==> src/rtl/branch_predict_table_if.sv <==
// Fetch lookup, EX update and table-clear signals between the front end and
// the branch predictor.
interface branch_predict_table_if;
    logic [31:0] lk_pc;
    logic        lk0_hit;
    logic        lk1_hit;
    logic        lk0_taken;
    logic        lk1_taken;
    logic [31:0] lk0_target;
    logic [31:0] lk1_target;
    logic        upd_valid;
    logic [31:0] upd_pc;
    logic        upd_is_cond;
    logic        upd_taken;
    logic [31:0] upd_target;
    logic        clear;
    logic        busy;

    modport master (
        output lk_pc, upd_valid, upd_pc, upd_is_cond, upd_taken, upd_target, clear,
        input  lk0_hit, lk1_hit, lk0_taken, lk1_taken, lk0_target, lk1_target, busy
    );

    modport slave (
        input  lk_pc, upd_valid, upd_pc, upd_is_cond, upd_taken, upd_target, clear,
        output lk0_hit, lk1_hit, lk0_taken, lk1_taken, lk0_target, lk1_target, busy
    );
endinterface

==> src/rtl/branch_predict_table.sv <==
// Dual-slot branch predictor: saturating-counter BHT with optional gshare
// history, tagged BTB, combinational lookup and a clear sweep FSM.
module branch_predict_table #(
    parameter int ENTRIES = 64,
    parameter int CTR_W   = 2,
    parameter int HIST_W  = 0,
    parameter int TAG_W   = 8
) (
    input  logic                   clk,
    input  logic                   rst,
    branch_predict_table_if.slave  bp
);
    localparam int IDX_W = $clog2(ENTRIES);
    localparam int GHR_W = (HIST_W > 0) ? HIST_W : 1;
    localparam logic [CTR_W-1:0] INIT    = CTR_W'((1 << (CTR_W - 1)) - 1);
    localparam logic [CTR_W-1:0] CTR_MAX = {CTR_W{1'b1}};

    typedef enum logic {IDLE, SWEEP} state_e;
    typedef logic [IDX_W-1:0] idx_t;
    typedef logic [TAG_W-1:0] tag_t;

    state_e           state_q, state_d;
    idx_t             sp_q, sp_d;
    logic [GHR_W-1:0] ghr_q, ghr_d;
    logic [CTR_W-1:0] ctr_q [ENTRIES];
    logic [CTR_W-1:0] ctr_d [ENTRIES];
    logic [ENTRIES-1:0] valid_q, valid_d;
    tag_t             btb_tag_q [ENTRIES];
    logic [29:0]      btb_tgt_q [ENTRIES];
    logic [ENTRIES-1:0] btb_jmp_q;

    logic busy;
    idx_t hist_ext;
    assign busy     = (state_q == SWEEP);
    assign bp.busy  = busy;
    // ghr_q is held at zero when history is disabled, so this folds to bi(pc).
    assign hist_ext = IDX_W'(ghr_q);

    // Lookup: both slots share the tag; slot1 differs from slot0 only in pc[2].
    tag_t lk_tag;
    idx_t lk_bi [2];
    idx_t lk_hi [2];
    logic lk_hit [2];
    logic lk_taken [2];
    logic [31:0] lk_target [2];

    assign lk_tag   = bp.lk_pc[TAG_W+IDX_W+1:IDX_W+2];
    assign lk_bi[0] = {bp.lk_pc[IDX_W+1:3], 1'b0};
    assign lk_bi[1] = {bp.lk_pc[IDX_W+1:3], 1'b1};

    always_comb begin
        for (int s = 0; s < 2; s++) begin
            lk_hi[s]     = lk_bi[s] ^ hist_ext;
            lk_hit[s]    = !busy && valid_q[lk_bi[s]] && (btb_tag_q[lk_bi[s]] == lk_tag);
            lk_taken[s]  = lk_hit[s] && (btb_jmp_q[lk_bi[s]] || ctr_q[lk_hi[s]][CTR_W-1]);
            lk_target[s] = lk_hit[s] ? {btb_tgt_q[lk_bi[s]], 2'b00} : 32'h0;
        end
    end

    assign bp.lk0_hit    = lk_hit[0];
    assign bp.lk1_hit    = lk_hit[1];
    assign bp.lk0_taken  = lk_taken[0];
    assign bp.lk1_taken  = lk_taken[1];
    assign bp.lk0_target = lk_target[0];
    assign bp.lk1_target = lk_target[1];

    // Update port.
    idx_t upd_bi, upd_hi;
    tag_t upd_tag;
    logic upd_fire;
    logic btb_we;

    assign upd_bi   = bp.upd_pc[IDX_W+1:2];
    assign upd_hi   = upd_bi ^ hist_ext;
    assign upd_tag  = bp.upd_pc[TAG_W+IDX_W+1:IDX_W+2];
    // A clear on the same edge wins: its valid/ghr wipe must not be undone.
    assign upd_fire = bp.upd_valid && !busy && !bp.clear;

    // NOTE: every variable gets its default first so no path leaves one
    // unassigned; otherwise synthesis infers a latch.
    always_comb begin
        state_d = state_q;
        sp_d    = sp_q;
        ghr_d   = ghr_q;
        ctr_d   = ctr_q;
        valid_d = valid_q;
        btb_we  = 1'b0;
        if (bp.clear) begin
            state_d = SWEEP;
            sp_d    = '0;
            ghr_d   = '0;
            valid_d = '0;
        end else if (state_q == SWEEP) begin
            ctr_d[sp_q] = INIT;
            if (sp_q == idx_t'(ENTRIES - 1)) begin
                state_d = IDLE;
            end else begin
                sp_d = sp_q + 1'b1;
            end
        end else if (upd_fire) begin
            if (bp.upd_is_cond) begin
                if (bp.upd_taken && ctr_q[upd_hi] != CTR_MAX) begin
                    ctr_d[upd_hi] = ctr_q[upd_hi] + 1'b1;
                end else if (!bp.upd_taken && ctr_q[upd_hi] != '0) begin
                    ctr_d[upd_hi] = ctr_q[upd_hi] - 1'b1;
                end
                if (HIST_W > 0) begin
                    ghr_d = GHR_W'({ghr_q, bp.upd_taken});
                end
            end
            if (bp.upd_taken) begin
                valid_d[upd_bi] = 1'b1;
                btb_we          = 1'b1;
            end
        end
    end

    // NOTE: sequential state uses non-blocking assignments so every register
    // samples pre-edge values regardless of statement order.
    always_ff @(posedge clk or negedge rst) begin
        if (!rst) begin
            state_q <= IDLE;
            sp_q    <= '0;
            ghr_q   <= '0;
            valid_q <= '0;
            for (int i = 0; i < ENTRIES; i++) begin
                ctr_q[i] <= INIT;
            end
        end else begin
            state_q <= state_d;
            sp_q    <= sp_d;
            ghr_q   <= ghr_d;
            valid_q <= valid_d;
            ctr_q   <= ctr_d;
        end
    end

    // NOTE: BTB payload is not reset; the valid bits qualify it, so it can
    // live in plain RAM without a reset path.
    always_ff @(posedge clk) begin
        if (btb_we) begin
            btb_tag_q[upd_bi] <= upd_tag;
            btb_tgt_q[upd_bi] <= bp.upd_target[31:2];
            btb_jmp_q[upd_bi] <= !bp.upd_is_cond;
        end
    end

    logic unused_ok;
    assign unused_ok = ^{bp.lk_pc, bp.upd_pc, bp.upd_target[1:0]};
endmodule

==> src/flat_wrapper.sv <==
// flat-port wrapper written by rule: the top's interface ports become plain ports
module branch_predict_table_flat 
#(
    parameter int ENTRIES = 64,
    parameter int CTR_W   = 2,
    parameter int HIST_W  = 0,
    parameter int TAG_W   = 8
)
  (clk, rst, bp_lk_pc, bp_upd_valid, bp_upd_pc, bp_upd_is_cond, bp_upd_taken, bp_upd_target, bp_clear, bp_lk0_hit, bp_lk1_hit, bp_lk0_taken, bp_lk1_taken, bp_lk0_target, bp_lk1_target, bp_busy);
  branch_predict_table_if bp_i ();
  input  logic clk;
  input  logic rst;
  input wire logic [$bits(bp_i.lk_pc)-1:0] bp_lk_pc;
  input wire logic [$bits(bp_i.upd_valid)-1:0] bp_upd_valid;
  input wire logic [$bits(bp_i.upd_pc)-1:0] bp_upd_pc;
  input wire logic [$bits(bp_i.upd_is_cond)-1:0] bp_upd_is_cond;
  input wire logic [$bits(bp_i.upd_taken)-1:0] bp_upd_taken;
  input wire logic [$bits(bp_i.upd_target)-1:0] bp_upd_target;
  input wire logic [$bits(bp_i.clear)-1:0] bp_clear;
  output wire logic [$bits(bp_i.lk0_hit)-1:0] bp_lk0_hit;
  output wire logic [$bits(bp_i.lk1_hit)-1:0] bp_lk1_hit;
  output wire logic [$bits(bp_i.lk0_taken)-1:0] bp_lk0_taken;
  output wire logic [$bits(bp_i.lk1_taken)-1:0] bp_lk1_taken;
  output wire logic [$bits(bp_i.lk0_target)-1:0] bp_lk0_target;
  output wire logic [$bits(bp_i.lk1_target)-1:0] bp_lk1_target;
  output wire logic [$bits(bp_i.busy)-1:0] bp_busy;
  assign bp_i.lk_pc = bp_lk_pc;
  assign bp_i.upd_valid = bp_upd_valid;
  assign bp_i.upd_pc = bp_upd_pc;
  assign bp_i.upd_is_cond = bp_upd_is_cond;
  assign bp_i.upd_taken = bp_upd_taken;
  assign bp_i.upd_target = bp_upd_target;
  assign bp_i.clear = bp_clear;
  assign bp_lk0_hit = bp_i.lk0_hit;
  assign bp_lk1_hit = bp_i.lk1_hit;
  assign bp_lk0_taken = bp_i.lk0_taken;
  assign bp_lk1_taken = bp_i.lk1_taken;
  assign bp_lk0_target = bp_i.lk0_target;
  assign bp_lk1_target = bp_i.lk1_target;
  assign bp_busy = bp_i.busy;
  branch_predict_table #(.ENTRIES(ENTRIES), .CTR_W(CTR_W), .HIST_W(HIST_W), .TAG_W(TAG_W)) u_core (.clk(clk), .rst(rst), .bp(bp_i));
endmodule
==> config.mk <==
export PLATFORM = sky130hd
export DESIGN_NAME = branch_predict_table_flat
export DESIGN_NICKNAME = d
export VERILOG_FILES = /design/src/rtl/branch_predict_table_if.sv /design/src/rtl/branch_predict_table.sv /design/src/flat_wrapper.sv
export SDC_FILE = /design/constraint.sdc
export NUM_CORES = 2
export LEC_CHECK = 0
export ABC_AREA = 1
export CAP_MARGIN = 10
export CORE_MARGIN = 1
export CORE_UTILIZATION = 55
export DETAILED_ROUTE_END_ITERATION = 8
export HOLD_SLACK_MARGIN = 0.02
export PLACE_DENSITY = 0.69
export SLEW_MARGIN = 40
export SYNTH_ARGS = -nofsm -noshare
export SYNTH_HDL_FRONTEND = slang
export SYNTH_SLANG_ARGS = --single-unit
==> constraint.sdc <==
create_clock -name clk -period 3.8 [get_ports clk]
set_input_delay 0.76 -clock clk [delete_from_list [all_inputs] [get_ports clk]]
set_output_delay 0.76 -clock clk [all_outputs]
set_load 0.01 [all_outputs]
==> insert_results.sql <==
INSERT INTO impl_metrics (metric_group, metric, value, unit) VALUES
('route', 'drt-vias-per-instance', '6.37', ''),
('critical_path', 'cpMaxStageDelayCell', 'buf_12', ''),
('synthesis', 'synth_enable_flop_cells', '2496', ''),
('critical_path', 'crit_path_max_fanout', '10', ''),
('timing', 'final-setup-viol-count', '42', ''),
('final_layout', 'fin_nets', '10100', ''),
('route', 'dr_total_vias', '81800', ''),
('final_layout', 'final_cell_mix', 'edfxtp_1 (2496), nand2_1 (2439), nand3_1 (1181)', ''),
('grt', 'first_global_vias', '78000', ''),
('clock_network', 'cts_tree', 'yes', ''),
('final_layout', 'commonest_non_fill_non_tap_cell_in_the_layout', 'edfxtp_1', ''),
('route', 'drtAntennaViolNets', '0', ''),
('critical_path', 'cp_data_arrival_time', '3.19', 'ns'),
('critical_path', 'worstSetupPathType', 'primary input to output port', ''),
('floorplanning', 'floorplan.core_area', '202000', 'µm²'),
('synthesis', 'syn-mean-instance-area', '11.8', 'µm²'),
('floorplanning', 'die_y', '453', 'µm'),
('worst_hold_path', 'whs_path_depth', '1', ''),
('clock_network', 'clock_tree.htree_level_count', '5', ''),
('synthesis', 'postSynth.topFlopCell', 'edfxtp_1', ''),
('clock_network', 'worst_skew_pair.late_latency', '0.96', 'ns'),
('final_layout', 'flow.area_growth_from_synthesis', '18.9', '%'),
('run_status', 'violations', 'setup timing', ''),
('timing', 'layout_min_cycle_time', '3.95', 'ns'),
('grt', 'grt_first_pass_wirelength', '518000', 'µm'),
('route', 'wl', '360000', 'µm'),
('critical_path', 'worst_setup_path_start_kind', 'primary input', ''),
('timing', 'final.setup.tns', '-2.81', 'ns'),
('route', 'dr.pass1.iters', '7', ''),
('synthesis', 'synth.top_cells.by_area', 'edfxtp_1 (67%), nand2_1 (8.2%), nand3_1 (5.5%)', ''),
('floorplanning', 'fp.dieArea', '205000', 'µm²'),
('critical_path', 'crit-reg2reg-capture', 'u_core.ctr_q[117]', ''),
('placed_design', 'portBuffers', '127', ''),
('floorplanning', 'std_cell_rows', '165', ''),
('synthesis', 'netlist.top_cell.by_area', 'edfxtp_1', ''),
('timing', 'max-slew-margin-rel', '40.9', '%'),
('critical_path', 'worst_path_largest_cell_delay', '0.24', 'ns'),
('synthesis', 'synthCells', '9460', ''),
('grt', 'initial_antenna_violation_count', '14', ''),
('floorplanning', 'io-pin-count', '171', ''),
('route', 'drc_errors', '0', ''),
('clock_network', 'cts.clk_slew.worst_paths', '0.06', 'ns'),
('flow_run', 'max_cap_viol_count', '0', ''),
('placed_design', 'placement.cell_area', '121000', 'µm²'),
('synthesis', 'synth.cell_area', '112000', 'µm²'),
('critical_path', 'critical_path_most_common_cell', 'nand3_1', ''),
('route', 'drt-wirelength-per-cell', '28.0', 'µm'),
('clock_network', 'cts-root-to-sink-buffers', '4', ''),
('timing', 'grt_setup_unrepaired', 'yes', ''),
('floorplanning', 'die_width', '453', 'µm'),
('critical_path', 'critical-path-top-delay-family', 'buffers and inverters', ''),
('power_and_ir_drop', 'power_density', '485', 'nW/µm²'),
('worst_hold_path', 'whs_endpoint', 'u_core.btb_tgt_q[14][18]', ''),
('critical_path', 'worstReg2RegStart', 'u_core.ctr_q[31]', ''),
('synthesis', 'ys.warnings.count', '0', ''),
('critical_path', 'number_of_cells_on_the_worst_reg_to_reg_path', '17', ''),
('synthesis', 'post_synth_num_cell_types', '45', ''),
('clock_network', 'clock_tree.root_cell', 'clkbuf_16', ''),
('run_status', 'outcome', 'finished, violations left', ''),
('timing', 'postLayoutSetupSlackWorst', '-0.154', 'ns'),
('final_layout', 'final_cell_area', '133000', 'µm²'),
('placed_design', 'gp_routability_congestion', '0.931', ''),
('power_and_ir_drop', 'irDropWorstVdd', '576', 'µV'),
('timing', 'tightestPinTransition', '0.886', 'ns'),
('critical_path', 'path_cells', 'buf_16 > clkinv_16 > buf_16 > buf_16 > nand2_1 > nand3_1 > nand3_1 > nand3_1 > nand3_2 > buf_4 > nand3_1 > nand2_2 > nand3_4 > buf_12 > buf_12 > nor3_2 > buf_2', ''),
('critical_path', 'endpoint_kind', 'output port', ''),
('timing', 'timing.fmax', '0.253', 'GHz'),
('power_and_ir_drop', 'power.leakage', '47.7', 'nW'),
('critical_path', 'critical_path.n_buffers_inverters', '8', ''),
('critical_path', 'worst_reg2reg_setup_slack', '0.50', 'ns'),
('synthesis', 'synth_seq_area_share', '71.5', '%');
sequential cells by signal, summed over array words and instances, names as in the netlist:
| register | count |
|---|---|
| u_core.valid_q | 64 |
| u_core.btb_jmp_q | 64 |
| u_core.btb_tag_q | 512 |
| u_core.ctr_q | 128 |
| u_core.sp_q | 6 |
| u_core.btb_tgt_q | 1920 |
| u_core.bp.busy | 1 |
worst reg2reg max path, stage by stage (launching register included):
cell and delay [ns]:
dfrtp_1 0.38, inv_1 0.28, o21ai_0 0.14, a221oi_1 0.26
nand2_1 0.10, nand2_1 0.07, nand2_1 0.05, nor2_1 0.16
nand3_2 0.14, ha_1 0.24, nor2_1 0.16, nor2_1 0.05
o21ai_0 0.18, nand2_2 0.16, buf_4 0.26, a21oi_1 0.23
o21ai_0 0.15, a32o_1 0.24
how the worst max path moves through the flow:
stage               depth (start not counted)                   end         startpoint  slack (ns)
finish                                     17      bp_lk1_target[8]        bp_lk_pc[3]       -0.15
global route                               17      bp_lk1_target[8]        bp_lk_pc[3]       -0.21
CTS                                        15     bp_lk1_target[30]  u_core.valid_q[9]       -0.12
detailed placement                         20      u_core.ctr_q[23]       bp_upd_pc[2]       -0.69
global placement                           17            bp_lk1_hit        bp_lk_pc[3]       -0.64
floorplan                                   7  u_core.btb_jmp_q[11]           bp_clear       -0.11
cell usage after synthesis (49+ instances only):
master	instances
buf_1	97
a221oi_1	49
nand2_1	2453
a22oi_1	315
inv_1	142
buf_2	248
nand3_1	1228
dfrtp_1	135
clkbuf_1	239
nor3_2	58
dfstp_2	64
buf_4	68
a32o_1	62
nor2_1	457
edfxtp_1	2496
o21a_1	62
a21oi_1	902
o21ai_0	180
area by class of cell:
type	instances	area [µm²]
flip-flops and latches	2695	80000
fillers	14300	69000
multi-input cells	5949	29300
repair buffers	876	11000
clock buffers	371	7720
well taps	2672	3340
clock inverters	120	1000
inverters	158	658
repair inverters	3	31.3
diodes	4	10.0
report_power, final:
part,switching [mW],internal [mW]
sequential,0.143,32.6
combinational,3.31,1.74
clock,11.3,15.4
total,14.7,49.8
metrics by stage:
stage	hold WS, ns	total power, mW	setup slack [ns]
4_1_cts	0.288	64.4	-0.120
5_1_grt	0.302	66.0	-0.208
6_report	0.317	64.5	-0.154
3_3_place_gp	0.466	37.7	-0.636
2_1_floorplan	0.453	35.7	-0.112
3_5_place_dp	0.473	37.8	-0.687
layer usage:
metal / vias up / track usage [%] / share of wire, %
met5: - / 0 / 0.0067
met4: 4 / 16.4 / 5.1
met3: 909 / 6.50 / 11
met2: 5533 / 53.2 / 46
met1: 40200 / 47.4 / 37
li1: 35200 / - / -
timing repair:
| item | in CTS | in global routing |
|---|---|---|
| gates resized for setup | 403 | 116 |
| buffers inserted | 30 | 28 |
| endpoints found under the setup margin | 64 | 125 |
| gates cloned | 41 | 9 |
| hold buffers | 1 | 0 |
| hold endpoints to repair | 48 | 0 |
| pin swaps | 19 | 34 |
kinds of logic (layout without fill, tap and decap cells):
family	Yosys count	in the layout	share of synthesized area, %
AO/OA/AOI/OAI	1666	1666	8.95
XOR/XNOR	1	1	0.00783
adder cells (fa/ha/maj)	3	3	0.0335
buffers and inverters	819	1528	3.31
flip-flops	2695	2695	71.5
other	1	8	0.00335
AND/OR/NAND/NOR	4275	4275	16.2
(Power assumes the default switching activity.)
